[config.mk]
export PLATFORM = sky130hd
export DESIGN_NAME = fault_event_logger
export DESIGN_NICKNAME = d
export VERILOG_FILES = /design/src/rtl/pwr_seq_pkg.sv /design/src/rtl/evt_fifo.sv /design/src/rtl/fault_event_logger.sv
export SDC_FILE = /design/constraint.sdc
export NUM_CORES = 1
export LEC_CHECK = 0
export CAP_MARGIN = 40
export CORE_ASPECT_RATIO = 1.2
export CORE_UTILIZATION = 55
export DETAILED_ROUTE_END_ITERATION = 10
export GPL_TIMING_DRIVEN = 0
export PLACE_DENSITY = 0.77
export RECOVER_POWER = 25
export SYNTH_ARGS = -nofsm -noshare
export SYNTH_HDL_FRONTEND = slang
export SYNTH_SLANG_ARGS = --single-unit
[constraint.sdc]
create_clock -name iClk -period 3.7 [get_ports iClk]
set_input_delay 0.74 -clock iClk [delete_from_list [all_inputs] [get_ports iClk]]
set_output_delay 0.74 -clock iClk [all_outputs]
set_load 0.005 [all_outputs]
[src/rtl/pwr_seq_pkg.sv]
// Shared definitions for the power-sequencer fault logging path: fault
// source codes, entry field widths and the lowest-pending-source picker.
package pwr_seq_pkg;

  localparam int FLT_N       = 7;
  localparam int CODE_W      = 3;
  localparam int STATE_W     = 4;
  localparam int ENTRY_HDR_W = CODE_W + STATE_W;

  // Fault source codes; the code equals the bit index in the fault flag bus.
  typedef enum logic [CODE_W-1:0] {
    FLT_AUX_SEQPWR   = 3'd0,
    FLT_FAN_SEQPWR   = 3'd1,
    FLT_N1N2_SEQPWR  = 3'd2,
    FLT_PERST_SEQPWR = 3'd3,
    FLT_AUX_RUNTIME  = 3'd4,
    FLT_FAN_RUNTIME  = 3'd5,
    FLT_N1N2_RUNTIME = 3'd6
  } flt_code_e;

  // Index of the lowest set bit; returns code 0 for an empty mask, so the
  // caller must qualify the result with a non-empty check.
  function automatic flt_code_e lowest_set(input logic [FLT_N-1:0] mask);
    flt_code_e idx;
    idx = FLT_AUX_SEQPWR;
    for (int i = FLT_N - 1; i >= 0; i--) begin
      if (mask[i]) idx = flt_code_e'(CODE_W'(i));
    end
    return idx;
  endfunction

endpackage

[src/rtl/evt_fifo.sv]
// First-word-fall-through event FIFO. Storage is not reset; only the
// pointers, count and valid flag are.
//
// Handshake: o_valid is the "valid" of the head entry and i_pop is the
// consumer's "ready"; an entry leaves only on a cycle where both are 1, and
// o_data holds the head unchanged while o_valid=1 and i_pop=0. On the push
// side i_push is "valid" and o_push_ok reports acceptance: a push is taken
// when the FIFO is not full or a pop happens in the same cycle.
module evt_fifo #(
  parameter int DEPTH = 4,
  parameter int W     = 23
) (
  input  logic                     i_clk,
  input  logic                     i_rst_n,
  input  logic                     i_clr,
  input  logic                     i_push,
  input  logic [W-1:0]             i_data,
  input  logic                     i_pop,
  output logic                     o_push_ok,
  output logic                     o_valid,
  output logic [W-1:0]             o_data,
  output logic [$clog2(DEPTH):0]   o_count
);

  localparam int PTR_W = $clog2(DEPTH);

  logic [W-1:0]     r_mem [DEPTH];
  logic [PTR_W-1:0] r_wptr;
  logic [PTR_W-1:0] r_rptr;
  logic [PTR_W:0]   r_count;
  logic             r_valid;

  logic             w_full;
  logic             w_pop;
  logic             w_push;
  logic [PTR_W:0]   w_count_nxt;

  assign w_full = (r_count == (PTR_W + 1)'(DEPTH));
  assign w_pop  = i_pop && r_valid && !i_clr;
  assign w_push = i_push && !i_clr && (!w_full || w_pop);

  // Next occupancy: simultaneous push and pop leave the count unchanged.
  always_comb begin
    w_count_nxt = r_count;
    if (w_push && !w_pop) w_count_nxt = r_count + 1'b1;
    if (!w_push && w_pop) w_count_nxt = r_count - 1'b1;
  end

  // Pointer and occupancy registers; clear flushes everything at once.
  always_ff @(posedge i_clk) begin
    if (!i_rst_n || i_clr) begin
      r_wptr  <= '0;
      r_rptr  <= '0;
      r_count <= '0;
      r_valid <= 1'b0;
    end else begin
      if (w_push) r_wptr <= r_wptr + 1'b1;
      if (w_pop)  r_rptr <= r_rptr + 1'b1;
      r_count <= w_count_nxt;
      r_valid <= (w_count_nxt != '0);
    end
  end

  // Entry storage, written only on an accepted push.
  always_ff @(posedge i_clk) begin
    if (w_push) r_mem[r_wptr] <= i_data;
  end

  assign o_push_ok = w_push;
  assign o_valid   = r_valid;
  assign o_data    = r_mem[r_rptr];
  assign o_count   = r_count;

endmodule

[src/rtl/fault_event_logger.sv]
// Fault event logger: detects falling edges on active-low fault flags,
// serialises them lowest-index first into a timestamped FIFO, and keeps a
// first-fault record, a sticky overflow flag and per-source sticky latches.
module fault_event_logger
  import pwr_seq_pkg::*;
#(
  parameter int DEPTH = 4,
  parameter int TS_W  = 16
) (
  input  logic                            iClk,
  input  logic                            iRst_n,
  input  logic                            iTick_1ms,
  input  logic [FLT_N-1:0]                iFlt_N,
  input  logic [STATE_W-1:0]              iFSM_State,
  input  logic                            iRd_Req,
  input  logic                            iClr,
  output logic                            oRd_Valid,
  output logic [ENTRY_HDR_W+TS_W-1:0]     oRd_Data,
  output logic [$clog2(DEPTH):0]          oCount,
  output logic                            oOverflow,
  output logic                            oFirst_Valid,
  output logic [ENTRY_HDR_W-1:0]          oFirst_Flt,
  output logic [FLT_N-1:0]                oFlt_Latched_N,
  output logic                            oFault_Any_N
);

  logic [FLT_N-1:0]       r_flt_prev;
  logic [FLT_N-1:0]       r_pend;
  logic [FLT_N-1:0]       r_latch_n;
  logic [TS_W-1:0]        r_ts;
  logic                   r_overflow;
  logic                   r_first_valid;
  logic [ENTRY_HDR_W-1:0] r_first_flt;

  logic [FLT_N-1:0]       w_edge;
  logic                   w_log;
  flt_code_e              w_code;
  logic [FLT_N-1:0]       w_grant;
  logic                   w_push_ok;
  logic                   w_drop;

  assign w_edge  = r_flt_prev & ~iFlt_N;
  assign w_log   = |r_pend;
  assign w_code  = lowest_set(r_pend);
  assign w_grant = w_log ? (FLT_N'(1) << w_code) : '0;
  assign w_drop  = w_log && !w_push_ok;

  evt_fifo #(
    .DEPTH (DEPTH),
    .W     (ENTRY_HDR_W + TS_W)
  ) u_evt_fifo (
    .i_clk     (iClk),
    .i_rst_n   (iRst_n),
    .i_clr     (iClr),
    .i_push    (w_log),
    .i_data    ({w_code, iFSM_State, r_ts}),
    .i_pop     (iRd_Req),
    .o_push_ok (w_push_ok),
    .o_valid   (oRd_Valid),
    .o_data    (oRd_Data),
    .o_count   (oCount)
  );

  // Previous flag sample; keeps tracking through a clear so a flag held low
  // across the clear does not produce a fresh edge afterwards.
  always_ff @(posedge iClk) begin
    if (!iRst_n) r_flt_prev <= '1;
    else         r_flt_prev <= iFlt_N;
  end

  // Pending mask: retire the granted bit, merge new edges.
  always_ff @(posedge iClk) begin
    if (!iRst_n || iClr) r_pend <= '0;
    else                 r_pend <= (r_pend & ~w_grant) | w_edge;
  end

  // Millisecond timestamp, saturating at all-ones.
  always_ff @(posedge iClk) begin
    if (!iRst_n || iClr)                 r_ts <= '0;
    else if (iTick_1ms && (r_ts != '1))  r_ts <= r_ts + 1'b1;
  end

  // Sticky per-source latches and overflow flag; dropped events still latch.
  always_ff @(posedge iClk) begin
    if (!iRst_n || iClr) begin
      r_latch_n  <= '1;
      r_overflow <= 1'b0;
    end else begin
      r_latch_n <= r_latch_n & ~w_grant;
      if (w_drop) r_overflow <= 1'b1;
    end
  end

  // First-fault record: captured from the first entry actually stored.
  always_ff @(posedge iClk) begin
    if (!iRst_n || iClr) begin
      r_first_valid <= 1'b0;
      r_first_flt   <= '0;
    end else if (w_push_ok && !r_first_valid) begin
      r_first_valid <= 1'b1;
      r_first_flt   <= {w_code, iFSM_State};
    end
  end

  assign oOverflow      = r_overflow;
  assign oFirst_Valid   = r_first_valid;
  assign oFirst_Flt     = r_first_flt;
  assign oFlt_Latched_N = r_latch_n;
  assign oFault_Any_N   = &r_latch_n;

endmodule
==> After elaboration in Yosys (flattened, before gate mapping) <==
Memories as Yosys holds them, arrays and structs flattened. A register that Yosys moved wholly into a read port is not among the register bits.
Cells that the tools add are included.
{ "word_totals": {"register_bits": 54, "elab_cells": 60, "out_inout_bits": 44, "mem_bits_rw": 92, "n_memories": 1, "input_bits": 16} }
{ "memory_table": {"columns": ["name", "depth", "width", "read_ports", "rd_ports_with_merged_regs", "write_ports", "line", "rtl"], "rows": [
  ["u_evt_fifo.r_mem", 4, 23, 1, 1, 1, "evt_fifo.sv:27", "logic [W-1:0] r_mem [DEPTH];"]
]} }
{ "op_classes": {"n_shift": 1, "eq_ne": 2, "n_reduce_logical": 20, "muxes": 14, "addsub": 5, "bitwise": 6} }
{ "ops": {"columns": ["cell", "n"], "rows": [
  ["$mux W3", 9],
  ["$and A7 B7 Y7", 3],
  ["$add A16 B1 Y16 const B", 1],
  ["$ne A16 B16 Y1 const B", 1],
  ["$not A7 Y7", 2],
  ["$logic_and A1 B1 Y1", 9],
  ["$mux W7", 1],
  ["$or A7 B7 Y7", 1],
  ["$reduce_and A7 Y1", 1],
  ["$reduce_or A7 Y1", 1],
  ["$shl A1 B3 Y7 const A", 1],
  ["$logic_not A1 Y1", 6],
  ["$add A2 B1 Y2 const B", 2],
  ["$mux W2", 2],
  ["$add A3 B1 Y3 const B", 1],
  ["$eq A3 B3 Y1 const B", 1],
  ["$reduce_bool A3 Y1", 1],
  ["$sub A3 B1 Y3 const B", 1],
  ["$logic_or A1 B1 Y1", 2],
  ["$mux W1", 2]
]} }

==> Longest topological paths before layout <==
Gate-level depths: netlist of the first run.
{ "depth": {"ltp_word": 12, "mapped_depth": 8, "depth_no_buf": 7} }

==> Cells and area by module <==
A second synthesis of the first run with hierarchy kept.
{ "hier_totals": {"cells_unflattened": 401, "area_unflattened_um2": 5809.3} }
{ "modules_own_cells": {"columns": ["mod", "area_each_um2", "n_inst", "cells_each", "seq_area_each_um2"], "rows": [
  ["evt_fifo", 3849.9, 1, 176, 2962.8],
  ["fault_event_logger", 1959.4, 1, 225, 920.9]
]} }

==> Worst setup path before layout of the first run <==
OpenSTA, ideal clock, no wires.
{ "synth_path": {"path_type": "in2reg", "startpoint": "input iRd_Req", "endpoint": "memory u_evt_fifo.r_mem[0][0] (enable)", "n_path_buf": 0, "path_stages": 3, "path_slack_ns": 1.393, "arrival_ns": 1.926, "required_ns": 3.318, "setup_ns": 0.382, "cell_sequence": "nand2_1 a221oi_2 and2_1"} }
{ "synth_between": {"elab_chain_cells": 6} }
{ "synth_rtl": {"columns": ["item", "line", "rtl"], "rows": [
  ["start: declaration", "fault_event_logger.sv:15", "input logic iRd_Req,"],
  ["$logic_and A1 B1 Y1 (2 in a row)", "evt_fifo.sv:39", "assign w_pop = i_pop && r_valid && !i_clr;"],
  ["$logic_or A1 B1 Y1", "evt_fifo.sv:40", "assign w_push = i_push && !i_clr && (!w_full || w_pop);"],
  ["$logic_and A1 B1 Y1", "evt_fifo.sv:40", null],
  ["$mux W1", "evt_fifo.sv:66", "if (w_push) r_mem[r_wptr] <= i_data;"],
  ["$mux W1 (not written as such)", "evt_fifo.sv:66", null],
  ["end: declaration", "evt_fifo.sv:27", null]
]} }
No other way between the ends.

==> results of run 1 <==
-- logic make-up after synthesis --
logic type	count (synthesis)
DFF	148
and+or+nand+nor	117
AOI/OAI and AO/OA	43
muxes	33
buffers and inverters	23
xor gates and xnor gates	14
adders and majority gates	8
-- per-layer routing --
metal | wire length (um) | vias up | GRT usage
met5 | 0 | - | 0
met2 | 5710 | 85 | 0.378
met1 | 4240 | 1616 | 0.246
met4 | 244 | 0 | 0.108
li1 | - | 1611 | -
met3 | 312 | 19 | 0.0613
-- sequential cells by signal, indices dropped and copies added, names as in the netlist, named ones only --
name / count
u_evt_fifo.r_rptr: 2
u_evt_fifo.o_count: 3
oFirst_Flt: 7
r_ts: 16
u_evt_fifo.o_valid: 1
u_evt_fifo.r_wptr: 2
oOverflow: 1
r_pend: 7
u_evt_fifo.r_mem: 92
oFlt_Latched_N: 7
oFirst_Valid: 1
r_flt_prev: 7
-- worst max-delay path, delay by kind of cell, from the launching register on --
kind	cells	cell delay [ns]
buffers and inverters	3	1.16
multiplexers	1	0.57
flip-flops	1	0.30
-- layout make-up --
type,instances,share of cell area
sequential,148,0.547
multi-input combinational,215,0.247
timing repair buffer,63,0.0952
clock buffer,19,0.0610
tap,126,0.0222
clock inverter,13,0.0130
buffer,15,0.0109
inverter,8,0.00423
-- cells in the mapped netlist (2+ instances only) --
cell type,instances,share of area
edfxtp_1,92,0.48
dfxtp_1,56,0.20
nor2_1,39,0.025
nand2_1,24,0.016
mux4_2,23,0.090
nand2b_1,13,0.014
mux2i_1,10,0.017
a21oi_1,9,0.0078
xor2_1,9,0.014
ha_1,8,0.017
inv_1,8,0.0052
clkbuf_1,7,0.0046
and2_1,6,0.0065
nand3_1,6,0.0052
o21a_1,6,0.0078
buf_2,5,0.0044
nor3_1,5,0.0044
o211ai_1,5,0.0065
xnor2_1,5,0.0076
nor2b_1,4,0.0044
o21ai_0,4,0.0035
and3_1,3,0.0033
nand4_1,3,0.0033
o2111ai_1,3,0.0046
a211oi_1,2,0.0026
a31oi_1,2,0.0022
buf_6,2,0.0039
o22ai_1,2,0.0022
-- through the flow --
step | worst slack, ns | utilization | hold slack [ns] | total power, W | area, um^2
floorplan | 1.39 | - | 0.431 | 0.00195 | 5740
global placement | 0.347 | 0.645 | 0.442 | 0.00206 | 6490
detailed placement | 0.530 | 0.654 | 0.448 | 0.00207 | 6580
CTS | 0.459 | 0.706 | 0.456 | 0.00358 | 7100
global route | 0.355 | 0.706 | 0.470 | 0.00367 | 7100
finish | 0.503 | 0.706 | 0.455 | 0.00356 | 7100
-- path summary, 6_finish.rpt --
kind / startpoint / end / slack [ns] / cells past startpoint
worst max-delay path: register / oRd_Data[17] / 0.50 / 4
worst min-delay path: r_flt_prev[1] / r_pend[1] / 0.45 / 2
worst max register to register: u_evt_fifo.o_count[1] / u_evt_fifo.r_mem[3][11] / 1.03 / 6
worst min register to register: r_flt_prev[1] / r_pend[1] / 0.45 / 2
-- placed cells by master, fill, tap and decap left out, drive strengths merged, types with 11 or more instances in the layout --
master and count:
clkinv 11, nor2 40, nand2 24, nand2b 13
mux4 23, dfxtp 56, edfxtp 92, clkbuf 26
buf 12, clkdlybuf4s50 57
-- power groups by stage --
stage / registers, W / clock network, W / logic, W
floorplan: 0.00184 / 0 / 0.000117
global placement: 0.00184 / 0 / 0.000220
detailed placement: 0.00184 / 0 / 0.000233
CTS: 0.00181 / 0.00153 / 0.000235
global route: 0.00181 / 0.00161 / 0.000254
finish: 0.00181 / 0.00152 / 0.000232
==> results.yml, run 1 <==
run_status:
  status: "finished, final reports clean"
routing:
  wl_per_cell_um: 17.3
  totalWireLength_um: 10500
  drcViolationCount: 0
  vias_per_cell: 5.49
  ant_nets: 0
  drtIter0Drc: 214
  dr.pass1.iters: 4
  num_vias: 3331
synthesis:
  syn_inst: 386
  ys_warn_count: 0
  syn_nets: 410
  synthXorXnorAreaFrac: 0.0214
  synth_fa_ha_area_frac: 0.0174
  synth_edf_count: 92
  synth_top_family_by_area: "multiplexers"
  synthSimpleGateAreaFrac: 0.104
  syn_area_per_cell_um2: 14.9
  synthMuxAreaShare: 0.108
  ys_seq_elements: 148
  synth_compound_area_frac: 0.0543
  synth_async_sr_flop_share: 0
  syn_area_um2: 5740
  yosys_most_used_dff: "edfxtp_1"
  yosysUniqueCellTypes: 53
  ys_seq_area_frac: 0.676
clock_network:
  cts_root_buf: "clkbuf_16"
  clk_latency_ns: 0.42
  cts_buffers: 17
  numClockSinks: 148
  cts_resized: 0
  clk_pin_slew_worst_paths_ns: 0.06
  tritoncts: "yes"
  hold_buffers: 0
  clockBufferDepth: 2
  htree_levels: 4
  post_cts_buffers: 0
power:
  power_leakage_nw: 2.49
  net-switching-power_w: 0.000736
  ir_drop_uv: 416
  switching_share: 0.207
  internal_power_w: 0.00282
  p_comb_frac: 0.065
  clock_power_share: 0.427
  power_frac_seq: 0.508
  powerDensity_nw_per_um2: 501
sta:
  relSlewSlack: 0.520
  fin_crit_ns: 3.20
  fmax_mhz: 313
  rsz0062_at_grt: "no"
  fin_crit_sh: 0.864
  setup_viol: 0
  hold_viol_final: 0
  fin_worst_skew_ns: 0.00686
  slew_viol_final: 0
  fin_setup_tns_ns: 0
  tightest_slew_ns: 0.720
place:
  gp_congestion: 0.798
  place.detailed.hpwl_um: 6880
  placedCellCount: 575
  port_buffers: 59
global_routing:
  grt_first_pass_wirelength_um: 17100
  grt_pass1_vias: 3447
  grt_max_degree: 17
  antenna_found_initial: 0
  track_usage: 0.219
  gr-total-overflow: 0
floorplan:
  rows: 40
  die_h_um: 114
  die_area_um2: 10900
  die_w_um: 95.3
  pin_count: 60
  core_um2: 10100
  initial_utilization: 0.571
layout:
  seqCellArea_um2: 3880
  antenna_cells: 0
  multiInputGateArea_um2: 1750
  stdcell_count: 607
  fillerInstances: 661
  area.growth.synth_to_final_pct: 23.7
  drive_above_1_share: 0.146
  final_nets: 492
setup_path:
  crit_chain: "clkbuf_1 -> buf_2 -> mux4_2 -> clkdlybuf4s50_1"
  crit_required_ns: 2.96
  cp_slowest_cell: "mux4_2"
  worst-setup-path-type: "reg2out"
  cp_slowest_stage_delay_ns: 0.57
  arrival_ns: 2.46
  crit_fanout: 10
  start_kind: "register"
  end_kind: "primary output"
hold_path:
  hp-class: "reg2reg"
flow_run:
  drv.max_cap_violation_count: 0
No activity file was read; power rests on OpenSTA's default activity.
==> inputs of run 2 (changes only) <==
- CORE_ASPECT_RATIO: 1.2 -> not set
- CTS_CLUSTER_SIZE: not set -> 24
==> run 2 against run 1 <==
Net effect: sequential cell count stayed put; fmax is 4.4% lower; sequential power barely moved; wire length is 0.45% lower; cell count increased by 1.2%; die area is essentially flat; power is 6.4% higher; register-to-register slack improved by 0.03 ns.
==> results.yml, run 2 (same netlist as run 1, synthesis figures left out) <==
run_status:
  status: "finished, final reports clean"
sta:
  hold_viol_final: 0
  slew_viol_final: 0
  tightest_slew_ns: 0.716
  fin_setup_tns_ns: 0
  fin_crit_ns: 3.35
  rsz0062_at_grt: "no"
  relSlewSlack: 0.523
  setup_viol: 0
  fin_crit_sh: 0.904
  fmax_mhz: 299
  fin_worst_skew_ns: 0.00860
clock_network:
  clk_pin_slew_worst_paths_ns: 0.06
  cts_root_buf: "clkbuf_8"
  cts_resized: 0
  htree_levels: 4
  tritoncts: "yes"
  clockBufferDepth: 2
  post_cts_buffers: 0
  hold_buffers: 0
  clk_latency_ns: 0.52
  cts_buffers: 17
  numClockSinks: 148
global_routing:
  grt_pass1_vias: 3519
  track_usage: 0.214
  antenna_found_initial: 0
  grt_max_degree: 17
  grt_first_pass_wirelength_um: 17600
  gr-total-overflow: 0
setup_path:
  crit_chain: "clkbuf_1 -> buf_2 -> mux4_2 -> clkdlybuf4s50_1"
  critical_path.n_buffers_inverters: 3
  arrival_ns: 2.61
  start_kind: "register"
  worst-setup-path-type: "reg2out"
  crit_required_ns: 2.96
  end_kind: "primary output"
  cp_slowest_cell: "mux4_2"
  r2r-start: "u_evt_fifo.o_count[1]"
  crit_fanout: 10
  cpLargestDelayFamily: "buffers and inverters"
  cp_slowest_stage_delay_ns: 0.56
layout:
  antenna_cells: 0
  drive_above_1_share: 0.154
  final_nets: 492
  regMostFlops: "u_evt_fifo.r_mem"
  top_regs: "u_evt_fifo.r_mem: 92 flops, r_ts: 16 flops"
  layout_commonest_cell: "edfxtp_1"
  largest_register_ffs: 92
  finish.instance_area_um2: 7190
  mostFrequentLayoutCells: "edfxtp_1 (92), dfxtp_1 (56), clkdlybuf4s50_1 (56), nor2_1 (39), nand2_1 (24)"
  area.growth.synth_to_final_pct: 25.1
flow_run:
  drv.max_cap_violation_count: 0
place:
  place.detailed.hpwl_um: 6850
  port_buffers: 59
  gp_congestion: 0.808
  post_dp_cell_area_um2: 6570
floorplan:
  die_w_um: 104
  pin_count: 60
  initial_utilization: 0.577
  die_area_um2: 10900
  rows: 36
  core_um2: 9950
  die_h_um: 104
routing:
  totalWireLength_um: 10500
  dr.pass1.iters: 4
  vias_per_cell: 5.55
  wl_per_cell_um: 17.0
  drcViolationCount: 0
  drtIter0Drc: 181
  num_vias: 3409
  ant_nets: 0
hold_path:
  hp-start: "r_flt_prev[2]"
  hp-class: "reg2reg"
power:
  ir_drop_uv: 344
  power_leakage_nw: 2.53
  powerDensity_nw_per_um2: 527
## run 2: changes by cell type in the layout (fill, tap and decap cells not counted), sizes merged
cell           previous run  this run
bufinv                    1         4
clkdlybuf4s50            57        56
clkinv                   11         7
dlygate4sd3               2         3
inv                       8         9
## run 2: cell type report
cell class	instances	area, um^2
multi-input combinational	215	1750
clock buffer	19	432
timing repair buffer	63	663
tap	133	166
clock inverter	13	183
inverter	8	30.0
buffer	15	77.6
fill	636	2770
sequential	148	3880
## run 2: worst reg2reg max path, cell delays in order, from the launching register on
cell and delay [ns]:
dfxtp_1 0.38, inv_1 0.12, ha_1 0.23, and2_1 0.18, a221oi_2 0.51, and2_1 0.68, buf_8 0.25
## run 2: metrics by stage
step,worst slack (ns),std cells,hold slack (ns),power [W],utilization
after floorplan,1.39,386,0.431,0.00195,-
after global placement,0.385,578,0.443,0.00206,0.653
after detailed placement,0.541,582,0.449,0.00207,0.660
after CTS,0.310,614,0.458,0.00381,0.722
after global routing,0.240,614,0.476,0.00391,0.722
final,0.354,614,0.453,0.00379,0.722
## run 2: power by group
group          switching, W  internal, W  leakage, nW  total (W)
registers         0.0000187      0.00179         1.33    0.00181
clock network      0.000639      0.00111        0.302    0.00175
logic              0.000102     0.000125        0.903   0.000227
## run 2: worst paths after layout
check	end	slack (ns)	depth (start not counted)
min	r_pend[2]	0.45	2
min reg2reg	r_pend[2]	0.45	2
max reg2reg	u_evt_fifo.r_mem[0][10]	1.06	6
max	oRd_Data[7]	0.35	4
## run 2: per-layer routing
| layer | share of wire | GRT usage |
|---|---|---|
| met1 | 0.41 | 0.255 |
| met2 | 0.52 | 0.367 |
| met3 | 0.036 | 0.0439 |
| met4 | 0.026 | 0.115 |
| met5 | 0 | 0 |
